### src/rtl/mem_arbiter.sv
// ============================================================================
// Module   : mem_arbiter
// Brief    : Shares one host memory port among NUM_CLIENTS requesters, one
//            whole burst at a time. Round-robin arbitration by default;
//            define MEM_ARBITER_FIXED_PRIO_EN for lowest-index-wins priority.
// Revision : 1.0 - initial release
// ============================================================================
`default_nettype none

module mem_arbiter #(
    parameter int NUM_CLIENTS   = 2,
    parameter int MEM_LEN_BITS  = 8,
    parameter int MEM_ADDR_BITS = 32,
    parameter int MEM_DATA_BITS = 64
) (
    input  logic                                   i_clock,
    input  logic                                   i_reset_n,
    input  logic [NUM_CLIENTS-1:0]                 i_c_req_valid,
    output logic [NUM_CLIENTS-1:0]                 o_c_req_ready,
    input  logic [NUM_CLIENTS-1:0]                 i_c_req_opcode,
    input  logic [NUM_CLIENTS*MEM_LEN_BITS-1:0]    i_c_req_len,
    input  logic [NUM_CLIENTS*MEM_ADDR_BITS-1:0]   i_c_req_addr,
    input  logic [NUM_CLIENTS-1:0]                 i_c_wr_valid,
    input  logic [NUM_CLIENTS*MEM_DATA_BITS-1:0]   i_c_wr_bits,
    output logic [NUM_CLIENTS-1:0]                 o_c_rd_valid,
    output logic [MEM_DATA_BITS-1:0]               o_c_rd_bits,
    input  logic [NUM_CLIENTS-1:0]                 i_c_rd_ready,
    output logic                                   o_mem_req_valid,
    output logic                                   o_mem_req_opcode,
    output logic [MEM_LEN_BITS-1:0]                o_mem_req_len,
    output logic [MEM_ADDR_BITS-1:0]               o_mem_req_addr,
    output logic                                   o_mem_wr_valid,
    output logic [MEM_DATA_BITS-1:0]               o_mem_wr_bits,
    input  logic                                   i_mem_rd_valid,
    input  logic [MEM_DATA_BITS-1:0]               i_mem_rd_bits,
    output logic                                   o_mem_rd_ready
);

    localparam int                 C_IDX_W    = $clog2(NUM_CLIENTS);
    localparam logic [C_IDX_W-1:0] C_LAST_IDX = C_IDX_W'(NUM_CLIENTS - 1);

    typedef enum logic [1:0] {
        S_IDLE  = 2'd0,
        S_READ  = 2'd1,
        S_WRITE = 2'd2
    } state_t;

    state_t                  r_state, w_state_nxt;
    logic [C_IDX_W-1:0]      r_owner, w_owner_nxt;
    logic [MEM_LEN_BITS-1:0] r_cnt,   w_cnt_nxt;
`ifndef MEM_ARBITER_FIXED_PRIO_EN
    logic [C_IDX_W-1:0]      r_ptr,   w_ptr_nxt;
`endif

    logic [C_IDX_W-1:0]      w_winner;
    logic                    w_found;
    int                      w_idx;
    logic [NUM_CLIENTS-1:0]  w_win_oh, w_own_oh;
    logic                    w_owner_wr_valid, w_owner_rd_ready;

    // Winner search: scan starting at the round-robin pointer (or at 0).
    always_comb begin
        w_winner = '0;
        w_found  = 1'b0;
        w_idx    = 0;
        for (int k = 0; k < NUM_CLIENTS; k++) begin
`ifdef MEM_ARBITER_FIXED_PRIO_EN
            w_idx = k;
`else
            w_idx = int'(r_ptr) + k;
            if (w_idx >= NUM_CLIENTS) w_idx = w_idx - NUM_CLIENTS;
`endif
            if (!w_found && i_c_req_valid[w_idx]) begin
                w_found  = 1'b1;
                w_winner = C_IDX_W'(w_idx);
            end
        end
    end

    always_comb begin
        o_mem_req_opcode = 1'b0;
        o_mem_req_len    = '0;
        o_mem_req_addr   = '0;
        o_mem_wr_bits    = '0;
        w_owner_wr_valid = 1'b0;
        w_owner_rd_ready = 1'b0;
        w_win_oh         = '0;
        w_own_oh         = '0;
        for (int i = 0; i < NUM_CLIENTS; i++) begin
            if (w_winner == C_IDX_W'(i)) begin
                w_win_oh[i]      = 1'b1;
                o_mem_req_opcode = i_c_req_opcode[i];
                o_mem_req_len    = i_c_req_len[i*MEM_LEN_BITS +: MEM_LEN_BITS];
                o_mem_req_addr   = i_c_req_addr[i*MEM_ADDR_BITS +: MEM_ADDR_BITS];
            end
            if (r_owner == C_IDX_W'(i)) begin
                w_own_oh[i]      = 1'b1;
                o_mem_wr_bits    = i_c_wr_bits[i*MEM_DATA_BITS +: MEM_DATA_BITS];
                w_owner_wr_valid = i_c_wr_valid[i];
                w_owner_rd_ready = i_c_rd_ready[i];
            end
        end
    end

    assign o_c_rd_bits = i_mem_rd_bits;

    // Handshake outputs are qualified by reset so nothing leaks while it is low.
    always_comb begin
        w_state_nxt     = r_state;
        w_owner_nxt     = r_owner;
        w_cnt_nxt       = r_cnt;
`ifndef MEM_ARBITER_FIXED_PRIO_EN
        w_ptr_nxt       = r_ptr;
`endif
        o_c_req_ready   = '0;
        o_c_rd_valid    = '0;
        o_mem_req_valid = 1'b0;
        o_mem_wr_valid  = 1'b0;
        o_mem_rd_ready  = 1'b0;
        case (r_state)
            S_IDLE: begin
                if (w_found) begin
                    o_c_req_ready   = w_win_oh & {NUM_CLIENTS{i_reset_n}};
                    o_mem_req_valid = i_reset_n;
                    w_owner_nxt     = w_winner;
                    w_cnt_nxt       = o_mem_req_len;
                    w_state_nxt     = o_mem_req_opcode ? S_WRITE : S_READ;
`ifndef MEM_ARBITER_FIXED_PRIO_EN
                    w_ptr_nxt       = (w_winner == C_LAST_IDX) ? '0 : w_winner + 1'b1;
`endif
                end
            end
            S_READ: begin
                o_c_rd_valid   = w_own_oh & {NUM_CLIENTS{i_mem_rd_valid & i_reset_n}};
                o_mem_rd_ready = w_owner_rd_ready & i_reset_n;
                if (i_mem_rd_valid && w_owner_rd_ready) begin
                    if (r_cnt == '0) w_state_nxt = S_IDLE;
                    else             w_cnt_nxt   = r_cnt - 1'b1;
                end
            end
            S_WRITE: begin
                o_mem_wr_valid = w_owner_wr_valid & i_reset_n;
                if (w_owner_wr_valid) begin
                    if (r_cnt == '0) w_state_nxt = S_IDLE;
                    else             w_cnt_nxt   = r_cnt - 1'b1;
                end
            end
            default: w_state_nxt = S_IDLE;
        endcase
    end

    always_ff @(posedge i_clock or negedge i_reset_n) begin
        if (!i_reset_n) begin
            r_state <= S_IDLE;
            r_owner <= '0;
            r_cnt   <= '0;
`ifndef MEM_ARBITER_FIXED_PRIO_EN
            r_ptr   <= '0;
`endif
        end else begin
            r_state <= w_state_nxt;
            r_owner <= w_owner_nxt;
            r_cnt   <= w_cnt_nxt;
`ifndef MEM_ARBITER_FIXED_PRIO_EN
            r_ptr   <= w_ptr_nxt;
`endif
        end
    end

endmodule

`default_nettype wire
### config.mk
export PLATFORM = sky130hd
export DESIGN_NAME = mem_arbiter
export DESIGN_NICKNAME = d
export VERILOG_FILES = /design/src/rtl/mem_arbiter.sv
export SDC_FILE = /design/constraint.sdc
export NUM_CORES = 1
export LEC_CHECK = 0
export BUFFER_PORTS_ARGS = -buffer_cell sky130_fd_sc_hd__clkbuf_2
export CAP_MARGIN = 40
export CELL_PAD_IN_SITES_DETAIL_PLACEMENT = 0
export CELL_PAD_IN_SITES_GLOBAL_PLACEMENT = 1
export CORE_AREA = 2 2 176 178
export CTS_CLUSTER_SIZE = 25
export DETAILED_ROUTE_END_ITERATION = 10
export DIE_AREA = 0 0 178 180
export HOLD_SLACK_MARGIN = 0.15
export PLACE_DENSITY = 0.54
export SYNTH_ARGS = -nofsm -noshare
export SYNTH_HDL_FRONTEND = slang
export SYNTH_SLANG_ARGS = --single-unit
export TNS_END_PERCENT = 30
### constraint.sdc
create_clock -name i_clock -period 4.5 [get_ports i_clock]
set_input_delay 0.675 -clock i_clock [delete_from_list [all_inputs] [get_ports i_clock]]
set_output_delay 0.675 -clock i_clock [all_outputs]
set_load 0.01 [all_outputs]
# Word-level counts from Yosys, hierarchy flattened
# Cells that the tools add are included.
# word_totals
regBits	12
in_bits	283
elab_cells	73
# classes
n_addsub	5
order_cmp	4
n_eq_ne	5
n_mux	41
n_bitwise	5
reduce_logical	9
# ops
cell	n
32-bit two-way mux	3
32-bit by 3-bit less-than comparator with 1-bit output (second input constant)	2
64-bit two-way mux	1
8-bit two-way mux	5
8-bit case mux with 3 select lines	1
1-bit two-way mux	22
2-bit two-way mux	8
8-bit zero test	1
8-bit by 1-bit subtractor with 8-bit output (second input constant)	1
2-bit != test (second input constant)	3
2-bit case mux with 3 select lines	1
2-bit AND	2
4-bit AND reduction	1
1-bit AND	3
3-bit AND reduction	1
3-bit nonzero test	1
1-bit by 2-bit subtractor with 3-bit output (second input constant)	1
2-bit by 2-bit subtractor with 3-bit output (second input constant)	1
1-bit by 1-bit adder with 2-bit output (second input constant)	1
2-bit by 1-bit == test with 1-bit output (second input constant)	1
2-bit == test (second input constant)	1
1-bit by 2-bit >= comparator with 1-bit output (second input constant)	1
2-bit >= comparator (second input constant)	1
1-bit logical AND	2
other kinds (4)	4

# Depth between registers and ports, before layout
# logic_depth
depth_word	13
depth_mapped	8
depth_no_buf	6

# Worst setup path after synthesis
# No wires, ideal clock.
# synth_timing
kind	input -> output
from	in i_c_req_valid[0]
to	out o_mem_req_addr[10]
arrival_time_ns	1.651
setup_slack_ns	2.174
path_stages	5
cell_sequence	inv_1 > o21ai_4 > buf_6 > buf_4 > mux2_2
# synth_between
elab_chain_cells	8
elab_cells_between_ends	12
cone_classes	mux (10); reduce/logical (2)
# synth_rtl
item	line	rtl
start, declared	18	input logic [NUM_CLIENTS-1:0] i_c_req_valid,
1-bit two-way mux (implied by the code) (3 in a row)	73	if (!w_found && i_c_req_valid[w_idx]) begin
1-bit two-way mux	73	
1-bit zero test	73	
1-bit logical AND	73	
1-bit two-way mux *	73	
32-bit two-way mux *	90	if (w_winner == C_IDX_W'(i)) begin
end, declared	31	output logic [MEM_ADDR_BITS-1:0] o_mem_req_addr,
# Every way passes the cells marked *; elsewhere a longest branch is shown, timed or not. The select of a mux whose other input is x is not followed.

# Final worst setup path
# layout_timing
from	in i_c_req_valid[0]
to	out o_mem_req_len[0]
# layout_between
elab_chain_cells	8
elab_cells_between_ends	12
cone_classes	mux (10); reduce/logical (2)
# layout_rtl
item	line	rtl
1-bit two-way mux (implied by the code) (3 in a row)	73	
1-bit two-way mux	73	
1-bit zero test	73	
1-bit logical AND	73	
1-bit two-way mux *	73	
8-bit two-way mux *	90	
end, declared	30	output logic [MEM_LEN_BITS-1:0] o_mem_req_len,
# Marked as above.

==> results.toml <==
[grt]
first_pass_grt_wire_length_mm = 20.1
grt_max_degree = 33
grt_use_total_pct = 8.65
groute.layer.met1.usage_pct = 10.0
globalRouteOverflowTotal = 0
met3_routing_resource_usage_after_global_routing_pct = 2.41
busiest_layer = "met2"
first_global_vias = 3044
antenna_violations_before_repair = 0
gr_layer_usage_met2_pct = 15.6

[synthesis]
synth_simple_gate_area_share_pct = 7.60
syn_nets = 576
synth_cell_type_count = 40
seq_area_frac_synth_pct = 11.3
synth_top_family_by_area = "multiplexers"
postSynthAreaPerCell_um2 = 9.23
post_synthesis_share_of_cell_area_spent_on_full_adders_half_adders_and_majority_gates_pct = 2.83
count_of_flip_flops_with_a_built_in_enable_after_synthesis = 0
postSynth.topFlopCell = "sky130_fd_sc_hd__dfrtp_1"
count_of_mapped_cells_out_of_synthesis = 287
ys_ff_latch = 12
complex_gate_fraction_of_the_synthesized_area_pct = 8.50
mappedNetlistArea_mm2 = 0.00265
ys_warn_count = 0
synth_xor_area_share_pct = 0
synth.mux.area_fraction_pct = 46.3
synth_async_sr_flop_share_pct = 100

[timing]
finalMaxSlewViolations = 0
period_minus_slack_ns = 2.98
achievable-frequency_ghz = 0.336
timing.setup.tns_ns = 0
headroom_to_the_max_slew_limit_pct = 45.6
finalCritPeriodShare_pct = 66.2
rsz0062_at_grt = "no"
final_hold_viol_count = 0
worst_clock_skew_ns = 0.00595
max_slew.worst_pin.slew_ns = 0.813
final_setup_fails = 0

[setup_path]
timing.critical_path.required_ns = 3.83
worst_setup_path_start_kind = "primary input"
type_of_the_worst_setup_path = "primary input to output pin"
critical_path_peak_fanout = 25
cp.arrival_ns = 2.30
end_kind = "output pin"

[die]
chip_width_um = 178
core-area_mm2 = 0.0302
top_level_port_count = 459
die_area_mm2 = 0.0320
rows = 64
die_h_um = 180
initial_util_pct = 8.78

[job]
cap_violations = 0

[cts]
cts_setup_buffers = 0
clk_root_buffer_cell = "sky130_fd_sc_hd__clkbuf_16"
cts_max_path_buffers = 2
cts-resized-gates = 0
tritoncts.num_buffers = 3
clock_sink_count = 12
tritoncts = "yes"
cts_max_level = 1
worst_setup_hold_path_clk_slew_ns = 0.05
later_pin_clock_latency_in_the_skew_report_ns = 0.24
cts-hold-fix-buffers = 0

[layout]
layout.cells.non_filler = 945
layout-area-overhead-vs-synth_pct = 64.5
num-nets-final = 839
stdcell_area_mm2 = 0.00436
layout-drive-gt1-share_pct = 82.7
n_antenna_cell = 0

[routing]
via_count = 3081
drt-initial-drc-count = 101
post-route-drc-count = 0
wl_mm = 15.1
detail_route.first_pass.iterations = 4
wl_per_cell_um = 16.0
vias_per_cell = 3.26
drt.antenna.violating_nets = 0

[power_and_ir_drop]
power.density_mw_per_mm2 = 438
worst_ir_drop_vdd_uv = 217
p_leak_uw = 0.00229

[worst_hold_path]
hold_path_class = "primary input to async pin"

[placed_design]
place_area_mm2 = 0.00427
routabilityCongestion = 0.711
port_buffers = 330
post-place-cells = 941
detailedPlacementHpwl_mm = 13.8

[outcome]
status = "complete, no violations"
==> synthesized netlist by cell type, types with 3 or more instances <==
library cell,n,share of area (%)
sky130_fd_sc_hd__mux2_2,104,44
sky130_fd_sc_hd__buf_4,67,19
sky130_fd_sc_hd__nor2_1,13,1.8
sky130_fd_sc_hd__dfrtp_1,12,11
sky130_fd_sc_hd__inv_1,11,1.6
sky130_fd_sc_hd__buf_2,8,1.5
sky130_fd_sc_hd__nand2_1,8,1.1
sky130_fd_sc_hd__o21ai_0,8,1.5
sky130_fd_sc_hd__ha_1,6,2.8
sky130_fd_sc_hd__a21oi_1,5,0.94
sky130_fd_sc_hd__a2bb2oi_1,4,1.3
sky130_fd_sc_hd__nand3_1,4,0.76
sky130_fd_sc_hd__buf_6,3,1.3
sky130_fd_sc_hd__mux2i_1,3,1.1
==> per-stage QoR <==
stage          utilization (%)  total power, uW  hold WS, ns  worst slack (ns)
2_1_floorplan                -             1240        0.379              2.17
3_3_place_gp              14.1             1770        0.512              1.50
3_5_place_dp              14.1             1770        0.513              1.46
4_1_cts                   14.4             1970        0.370              1.46
5_1_grt                   14.4             2080        0.377              1.37
6_report                  14.4             1910        0.350              1.52
==> final cells by class <==
class                           count  area [um^2]
Multi-Input combinational cell    185         1730
Sequential cell                    12          302
Clock buffer                        4         88.8
Inverter                           11         41.3
Timing Repair Buffer              337         1700
Fill cell                        3494        25800
Tap cell                          396          495
==> kinds of logic (layout without fill, tap and decap cells) <==
kind of cell             count (synthesis)  count (layout)
multiplexers                           109             109
buffers and inverters                   90             352
AND/OR/NAND/NOR                         40              40
AO/OA/AOI/OAI                           30              30
flip-flops                              12              12
adder cells (fa/ha/maj)                  6               6
==> layout by cell type, fill, tap and decap left out, types with 2 or more instances in the layout <==
cell type                   count
sky130_fd_sc_hd__clkbuf_2     330
sky130_fd_sc_hd__mux2_2       104
sky130_fd_sc_hd__nor2_1        13
sky130_fd_sc_hd__inv_1         11
sky130_fd_sc_hd__dfrtp_1       11
sky130_fd_sc_hd__nand2_1        8
sky130_fd_sc_hd__o21ai_0        8
sky130_fd_sc_hd__buf_4          7
sky130_fd_sc_hd__ha_1           6
sky130_fd_sc_hd__a21oi_1        5
sky130_fd_sc_hd__nand3_1        4
sky130_fd_sc_hd__a2bb2oi_1      4
sky130_fd_sc_hd__mux2i_1        3
sky130_fd_sc_hd__clkbuf_16      3
sky130_fd_sc_hd__nand3b_1       2
sky130_fd_sc_hd__and3_1         2
sky130_fd_sc_hd__o2bb2ai_1      2
sky130_fd_sc_hd__a22o_1         2
sky130_fd_sc_hd__nor3_1         2
==> power by group <==
part	internal, uW	switching (uW)	total (uW)
clock	135	55.2	190
sequential	164	111	275
combinational	697	749	1450
==> worst paths after layout <==
path / from / end / slack, ns / depth (start not counted)
max: i_c_req_valid[0] / o_mem_req_len[0] / 1.52 / 6
min in group i_clock: r_cnt[6]$_DFFE_PN0P_ / r_cnt[6]$_DFFE_PN0P_ / 0.53 / 1
min reg2reg: r_cnt[6]$_DFFE_PN0P_ / r_cnt[6]$_DFFE_PN0P_ / 0.53 / 1
min: i_reset_n / r_cnt[0]$_DFFE_PN0P_ / 0.35 / 1
max reg2reg: r_owner$_DFFE_PN0P_ / r_cnt[7]$_DFFE_PN0P_ / 2.09 / 5
max in group asynchronous: i_reset_n / r_owner$_DFFE_PN0P_ / 3.66 / 2
==> sequential cells by signal, summed over array words and instances (netlist names) <==
| name | flops |
|---|---|
| r_cnt | 8 |
| r_state | 2 |
| r_owner | 1 |
| r_ptr | 1 |
==> worst max-delay path, stage by stage <==
cell                       delay [ns]
sky130_fd_sc_hd__clkbuf_2        0.10
sky130_fd_sc_hd__inv_1           0.07
sky130_fd_sc_hd__o21ai_4         0.63
sky130_fd_sc_hd__buf_4           0.31
sky130_fd_sc_hd__mux2_2          0.37
sky130_fd_sc_hd__clkbuf_2        0.13
==> layer usage <==
metal	part of all wire, %	vias up
li1	-	1473
met1	39	1405
met2	49	187
met3	9.7	16
met4	2.1	0
met5	0	-
(Power assumes the default switching activity.)
